`src/rtl/mmio_hub.sv`:
```
// mmio_hub: CPU MMIO decoder for the RAM window, LED, GPIO with edge capture and a tick timer.
// The timer block (0x7004-0x7006 and the match irq term) exists only when MMIO_HUB_TIMER_EN is defined.
module mmio_hub #(
    parameter int GPIO_N    = 4,
    parameter int TICK_DIV  = 16000,
    parameter int RAM_WORDS = 8192
) (
    input  logic              CLK,
    input  logic              RESET_N,
    input  logic [14:0]       address,
    input  logic [15:0]       dataIn,
    input  logic              load,
    output logic [15:0]       dataOut,
    output logic              ramLoad,
    input  logic [15:0]       ramData,
    output logic              LED,
    output logic [GPIO_N-1:0] gpioOutEn,
    output logic [GPIO_N-1:0] gpioOutSig,
    input  logic [GPIO_N-1:0] gpioInSig,
    output logic              irq
);

    localparam logic [14:0] RAM_TOP = 15'(RAM_WORDS - 1);
    localparam logic [14:0] A_LED   = 15'h7000;
    localparam logic [14:0] A_GIO   = 15'h7001;
    localparam logic [14:0] A_DIR   = 15'h7002;
    localparam logic [14:0] A_EDGE  = 15'h7003;
    localparam logic [14:0] A_CNT   = 15'h7004;
    localparam logic [14:0] A_CMP   = 15'h7005;
    localparam logic [14:0] A_CTL   = 15'h7006;

    logic              ram_sel;
    logic              led_q;
    logic              irq_q;
    logic [GPIO_N-1:0] out_q;
    logic [GPIO_N-1:0] dir_q;
    logic [GPIO_N-1:0] sync1_q;
    logic [GPIO_N-1:0] sync2_q;
    logic [GPIO_N-1:0] prev_q;
    logic [GPIO_N-1:0] edge_q;
    logic [GPIO_N-1:0] rise;
    logic [GPIO_N-1:0] edge_clr;
    logic [2:0]        vld_q;
    logic              irq_match;
    logic              gpio_irq_en;
    logic [15:0]       rdata;

    assign ram_sel    = (address <= RAM_TOP);
    assign ramLoad    = load & ram_sel;
    assign LED        = led_q;
    assign gpioOutEn  = dir_q;
    assign gpioOutSig = out_q;
    assign irq        = irq_q;

    // prev_q only holds a real synchronized sample once vld_q[2] is set, so reset values never look like edges.
    assign rise     = sync2_q & ~prev_q & ~dir_q & {GPIO_N{vld_q[2]}};
    assign edge_clr = (load && address == A_EDGE) ? dataIn[GPIO_N-1:0] : '0;

`ifdef MMIO_HUB_TIMER_EN
    localparam int PW = $clog2(TICK_DIV);
    localparam logic [PW-1:0] PRE_TOP = PW'(TICK_DIV - 1);

    logic [15:0]   cnt_q;
    logic [15:0]   cmp_q;
    logic [15:0]   cnt_inc;
    logic [PW-1:0] pre_q;
    logic [3:1]    ctl_q;
    logic          match_q;
    logic          tick;
    logic          wr_cnt;
    logic          wr_ctl;

    assign wr_cnt      = load && (address == A_CNT);
    assign wr_ctl      = load && (address == A_CTL);
    assign tick        = ctl_q[1] && (pre_q == PRE_TOP);
    assign cnt_inc     = cnt_q + 16'd1;
    assign irq_match   = match_q & ctl_q[2];
    assign gpio_irq_en = ctl_q[3];

    always_ff @(posedge CLK) begin
        if (!RESET_N) begin
            cnt_q   <= '0;
            cmp_q   <= 16'hFFFF;
            pre_q   <= '0;
            ctl_q   <= '0;
            match_q <= 1'b0;
        end else begin
            if (wr_ctl)
                ctl_q <= dataIn[3:1];
            if (load && address == A_CMP)
                cmp_q <= dataIn;
            if (wr_cnt) begin
                cnt_q <= dataIn;
                pre_q <= '0;
            end else begin
                if (tick)
                    cnt_q <= cnt_inc;
                if (!ctl_q[1] || tick || (wr_ctl && !dataIn[1]))
                    pre_q <= '0;
                else
                    pre_q <= pre_q + PW'(1);
            end
            if (tick && !wr_cnt && cnt_inc == cmp_q)
                match_q <= 1'b1;
            else if (wr_ctl && dataIn[0])
                match_q <= 1'b0;
        end
    end
`else
    // Without the timer there is no control register, so edge status drives irq directly.
    logic unused_din;
    assign unused_din  = ^dataIn;
    assign irq_match   = 1'b0;
    assign gpio_irq_en = 1'b1;
`endif

    always_comb begin
        rdata = '0;
        if (ram_sel) begin
            rdata = ramData;
        end else begin
            case (address)
                A_LED:  rdata = {15'b0, led_q};
                A_GIO:  rdata = 16'(sync2_q);
                A_DIR:  rdata = 16'(dir_q);
                A_EDGE: rdata = 16'(edge_q);
`ifdef MMIO_HUB_TIMER_EN
                A_CNT:  rdata = cnt_q;
                A_CMP:  rdata = cmp_q;
                A_CTL:  rdata = {12'b0, ctl_q, match_q};
`endif
                default: rdata = '0;
            endcase
        end
    end

    always_ff @(posedge CLK) begin
        if (!RESET_N) begin
            led_q   <= 1'b0;
            out_q   <= '0;
            dir_q   <= '0;
            sync1_q <= '0;
            sync2_q <= '0;
            prev_q  <= '0;
            vld_q   <= '0;
            edge_q  <= '0;
            irq_q   <= 1'b0;
            dataOut <= '0;
        end else begin
            sync1_q <= gpioInSig;
            sync2_q <= sync1_q;
            prev_q  <= sync2_q;
            vld_q   <= {vld_q[1:0], 1'b1};
            if (load && address == A_LED)
                led_q <= dataIn[0];
            if (load && address == A_GIO)
                out_q <= dataIn[GPIO_N-1:0];
            if (load && address == A_DIR)
                dir_q <= dataIn[GPIO_N-1:0];
            edge_q  <= (edge_q & ~edge_clr) | rise;
            irq_q   <= irq_match | ((|edge_q) & gpio_irq_en);
            dataOut <= rdata;
        end
    end

endmodule

```
`config.mk`:
```
export PLATFORM = sky130hd
export DESIGN_NAME = mmio_hub
export DESIGN_NICKNAME = d
export VERILOG_FILES = /design/src/rtl/mmio_hub.sv
export SDC_FILE = /design/constraint.sdc
export NUM_CORES = 1
export LEC_CHECK = 0
export ABC_AREA = 1
export BUFFER_PORTS_ARGS = -buffer_cell sky130_fd_sc_hd__buf_4
export CORE_MARGIN = 2
export CORE_UTILIZATION = 49
export CTS_CLUSTER_DIAMETER = 80
export CTS_CLUSTER_SIZE = 24
export DETAILED_ROUTE_END_ITERATION = 10
export PLACE_DENSITY = 0.84
export SETUP_SLACK_MARGIN = 0.3
export SYNTH_ARGS = -nofsm -noshare
export SYNTH_HDL_FRONTEND = slang
export SYNTH_SLANG_ARGS = --single-unit
```
`constraint.sdc`:
```
create_clock -name CLK -period 1.7 [get_ports CLK]
set_input_delay 0 -clock CLK [delete_from_list [all_inputs] [get_ports CLK]]
set_output_delay 0 -clock CLK [all_outputs]
set_load 0.01 [all_outputs]
```
# Word-level counts from Yosys, hierarchy flattened
# Cells that the tools add are included.
# Widths: inputs -> output; s select.
[word_totals] ff_bits=45 wordCells=34
[op_classes] magnitude_cmp=1 n_reduce_logical=5 n_eq_ne=4 mux=4 bitwise_logic=9
[op_table] operator="$eq 15x15->1 const B" n=4
[op_table] operator="$and 4x4->4" n=4
[op_table] operator="$mux 16" n=1
[op_table] operator="$pmux 4 s4" n=1
[op_table] operator="$le 15x13->1 const B" n=1
[op_table] operator="$not 4->4" n=3
[op_table] operator="$logic_and 1x1->1" n=4
[op_table] operator="$mux 4" n=1
[op_table] operator="$or 4x4->4" n=1
[op_table] operator="$reduce_or 4->1" n=1
[op_table] operator="$and 1x1->1" n=1
[op_table] operator="$mux 1" n=1

# Depth between registers and ports, before layout
[logic_depth] depth_word=6 ltp_mapped=9 depth_no_buf=9

# Least setup slack after synthesis
# Ideal clock, no wire load.
[synth_timing] kind="input port to flip-flop" from="input port address[10]" to="register led_q, in the netlist LED" t_arrival_ns=0.731 slack_ns=0.851 path_stages=7 required_time_ns=1.583 setup_time_ns=0.117 cell_sequence="nor2_1 -> nand2_2 -> nor2_8 -> buf_8 -> nand3_1 -> o21ai_1 -> a21oi_1"
[synth_via] elab_chain_len=2
[synth_rtl] element="from (decl)" line_no="10" rtl="input logic [14:0] address,"
[synth_rtl] element="$eq 15x15->1" line_no="154" rtl="if (load && address == A_LED)"
[synth_rtl] element="$logic_and 1x1->1" line_no="154"
[synth_rtl] element="to (signal assigned)" line_no="155" rtl="led_q <= dataIn[0];"
[synth_rtl] element="to (decl)" line_no="33" rtl="logic led_q;"
# Every way passes these cells.
# A chain may end at the register's enable or synchronous reset.

==> metrics.md <==
| Metric | Value |
|---|---|
| Die height | `63.00 microns` |
| CP Cell Sequence | `dlygate4sd3_1, buf_4, clkinvlp_4, nor2_4, clkinvlp_4, nor2_1` |
| I/O Buffers | `68` |
| Reg2reg start | `edge_q[3]$_SDFF_PN0_` |
| Final min period | `1356 ps` |
| Top post-synthesis cells by area | `dfxtp_1 (53%), nand2_1 (9.9%), inv_1 (8.4%)` |
| Worst-path clk slew | `140 ps` |
| Mapped cell area | `1705 sq um` |
| Top cell by count, worst path | `clkinvlp_4` |
| Root buf cell | `clkbuf_4` |
| CTS H-Tree Depth | `2` |
| First DRT Iteration DRCs | `98` |
| Placed cell area | `2238 sq um` |
| Boundary Pins | `81` |
| R2R cell count | `2` |
| WP data arrival | `1660 ps` |
| Largest incremental delay on the critical path | `530 ps` |
| DRC Markers | `0` |
| Vias in the first global route | `1705` |
| Max VDD drop | `532.4 uV` |
| R2R setup slack | `770 ps` |
| Hpwl dp | `2639 microns` |
| Peak Freq | `0.7376 GHz` |
| Gpl congestion | `0.8319` |
| Cell family contributing the most delay on the critical path | `buffers and inverters` |
| Maximum root-to-sink buffer count | `2` |
| Setup TNS | `0 ps` |
| Num rows | `21` |
| Synthesis-to-layout area growth | `56.79%` |
| RSZ-0062 raised after global routing | `false` |
| CP Max Fanout | `28` |
| Mean Syn Cell Area | `7.859 sq um` |
| Setup crit end kind | `register` |
| ANT nets after route | `0` |
| Crit-path slowest cell | `dlygate4sd3_1` |
| Startpoint types | `primary input` |
| Clock Skew | `14.67 ps` |
| Top-area cell type share of the netlist area | `52.82%` |
| Rel. slew slack | `75.16%` |
| Hold Path Stages | `6` |
| Cell area after layout | `2674 sq um` |
| CTS tree | `yes` |
| Max cap viols | `0` |
| Dpl ws | `539.0 ps` |
| Worst Path Required | `2000 ps` |
| Crit share post-route | `79.75%` |
| DR vias | `1756` |
| Min-delay worst type | `in -> reg` |
| Cts bufs inserted | `5` |
| Drt total wl | `4857 microns` |
| Final worst slack | `344.2 ps` |
| Reg2reg end | `irq$_SDFF_PN0_` |
| PwrDens | `758.6 nW/um^2` |
| Initial core utilization | `51.11%` |
| Final hold vios | `0` |
| Buffers & Inverters on Critical Path | `4` |
| Worst skew pair latency | `360 ps` |
| Cells after Synth | `217` |
| Seq/Total Area, Yosys | `52.82%` |
| Setup CP Type | `in -> reg` |
| Slew @ Worst Pin | `369.2 ps` |
| Die W | `63.00 microns` |
| Hold Crit Start | `address[3]` |
| Initial antenna violation count | `0` |
| Setup Viol. Count Final | `0` |
| DR WL/cell | `13.16 microns` |
| Clock Sinks | `45` |
| Die area | `3968 sq um` |
| Total iterations of the first detailed-routing run | `4` |
| Pin count of the biggest net entering global routing | `29` |
| Slew Limit Fails | `0` |
| Syn_nets | `271` |
| Tot GR Track Use | `24.51%` |
| Cell taking the most area after synthesis | `dfxtp_1` |
| Core area | `3337 sq um` |
| Hold Crit Endpoint | `LED$_SDFFE_PN0P_` |
| Synth unique cells | `20` |
| Vias/cell | `4.759` |
| Synth warn | `0` |
| Outcome | `finished, final reports clean` |
| Grt ovf | `0` |
| First-pass GRT wire length | `7548 microns` |
| #FFs+latches synth | `45` |
| Nets | `376` |
| Antenna cell count | `0` |
| Leakage Power | `0.001353 uW` |
| Share of cells above drive strength 1 | `30.03%` |
what timing repair did:
item,4_1_cts,5_1_grt
setup buffers,0,4
hold buffers,30,0
endpoints found under the hold margin,40,0
gates resized for setup,0,4
setup endpoints to repair,0,8
stage by stage:
stage / total power [uW] / hold slack, ps / instances / utilization [%]
after floorplan: 1177 / 27.72 / 217 / -
after global placement: 1279 / 180.0 / 326 / 67.08
after detailed placement: 1285 / 187.5 / 326 / 67.08
after CTS: 2012 / 35.32 / 364 / 78.63
after global routing: 2116 / 74.03 / 369 / 80.13
final: 2028 / 34.40 / 369 / 80.13
per-layer routing:
metal | vias up | share of wire [%] | global-route usage [%]
li1 | 866 | - | -
met1 | 796 | 36 | 24.41
met2 | 74 | 54 | 45.74
met3 | 20 | 6.0 | 6.486
met4 | 0 | 3.4 | 13.06
met5 | - | 0 | 0
cell usage after synthesis:
library cell and n:
nor4_1 1, nand3_2 2, buf_8 1, nand2_1 45, nand3_4 1, o21ai_1 1, nor2_2 4, a21oi_1 9
dfxtp_1 45, inv_1 38, nor2_1 27, buf_2 1, nand2_2 2, nand3_1 26, buf_4 1, nor2_4 4
clkinv_2 1, o21ai_0 5, nor2_8 1, clkbuf_1 2
area by class of cell:
| class | instances | area (sq um) |
|---|---|---|
| Timing Repair inverter | 1 | 7.507 |
| Clock buffer | 7 | 55.05 |
| Fill cell | 221 | 663.1 |
| Tap cell | 46 | 57.56 |
| Sequential cell | 45 | 900.9 |
| Timing Repair Buffer | 102 | 840.8 |
| Inverter | 39 | 155.1 |
| Clock inverter | 1 | 30.03 |
| Multi-Input combinational cell | 128 | 626.9 |
placed cells by master, fill, tap and decap left out, types with 2 or more instances in the layout:
master,synthesis,final
nor2_2,4,3
o21ai_0,5,5
nand2_2,2,2
a21oi_1,9,9
nand3_1,26,26
nand2_1,45,45
buf_4,1,72
nand3_2,2,2
clkbuf_4,0,5
dfxtp_1,45,45
inv_1,38,36
clkinvlp_4,0,3
dlygate4sd3_1,0,30
nor2_1,27,27
nor2_4,4,5
worst max-delay path by stage:
stage | start | to | slack [ps] | cells past startpoint
3_3_place_gp | address[10] | gpioOutEn[1]$_SDFFE_PN0P_ | 580 | 7
3_5_place_dp | address[9] | gpioOutEn[3]$_SDFFE_PN0P_ | 540 | 7
6_report | RESET_N | dataOut[13]$_SDFF_PN0_ | 340 | 6
4_1_cts | RESET_N | dataOut[8]$_SDFF_PN0_ | 440 | 6
2_1_floorplan | address[10] | LED$_SDFFE_PN0P_ | 850 | 7
5_1_grt | RESET_N | dataOut[7]$_SDFF_PN0_ | 270 | 6
where the power goes:
part           internal [uW]  total, uW  switching (uW)  leakage, uW
Clock                    351        692             340    0.0000455
Sequential              1080       1090            10.5     0.000367
Combinational            144        245             101     0.000941
Total                   1580       2030             452      0.00135
sequential cells by signal, summed over array words and instances (netlist names):
signal	count
edge_q	4
gpioOutEn	4
sync1_q	4
sync2_q	4
vld_q	3
prev_q	4
dataOut	16
LED	1
irq	1
gpioOutSig	4
logic make-up after synthesis:
family,Yosys count,synth area share (%)
simple gates,113,32.06
buf+inv,44,10.71
compound gates,15,4.401
flops,45,52.82
tightest hold or removal path: stages:
cell,delay (ps)
buf_4,90
nor2_4,30
nand2_1,40
nor2_1,40
nand3_1,80
a21oi_1,70
Note: power is estimated with default switching activity, not from simulation.
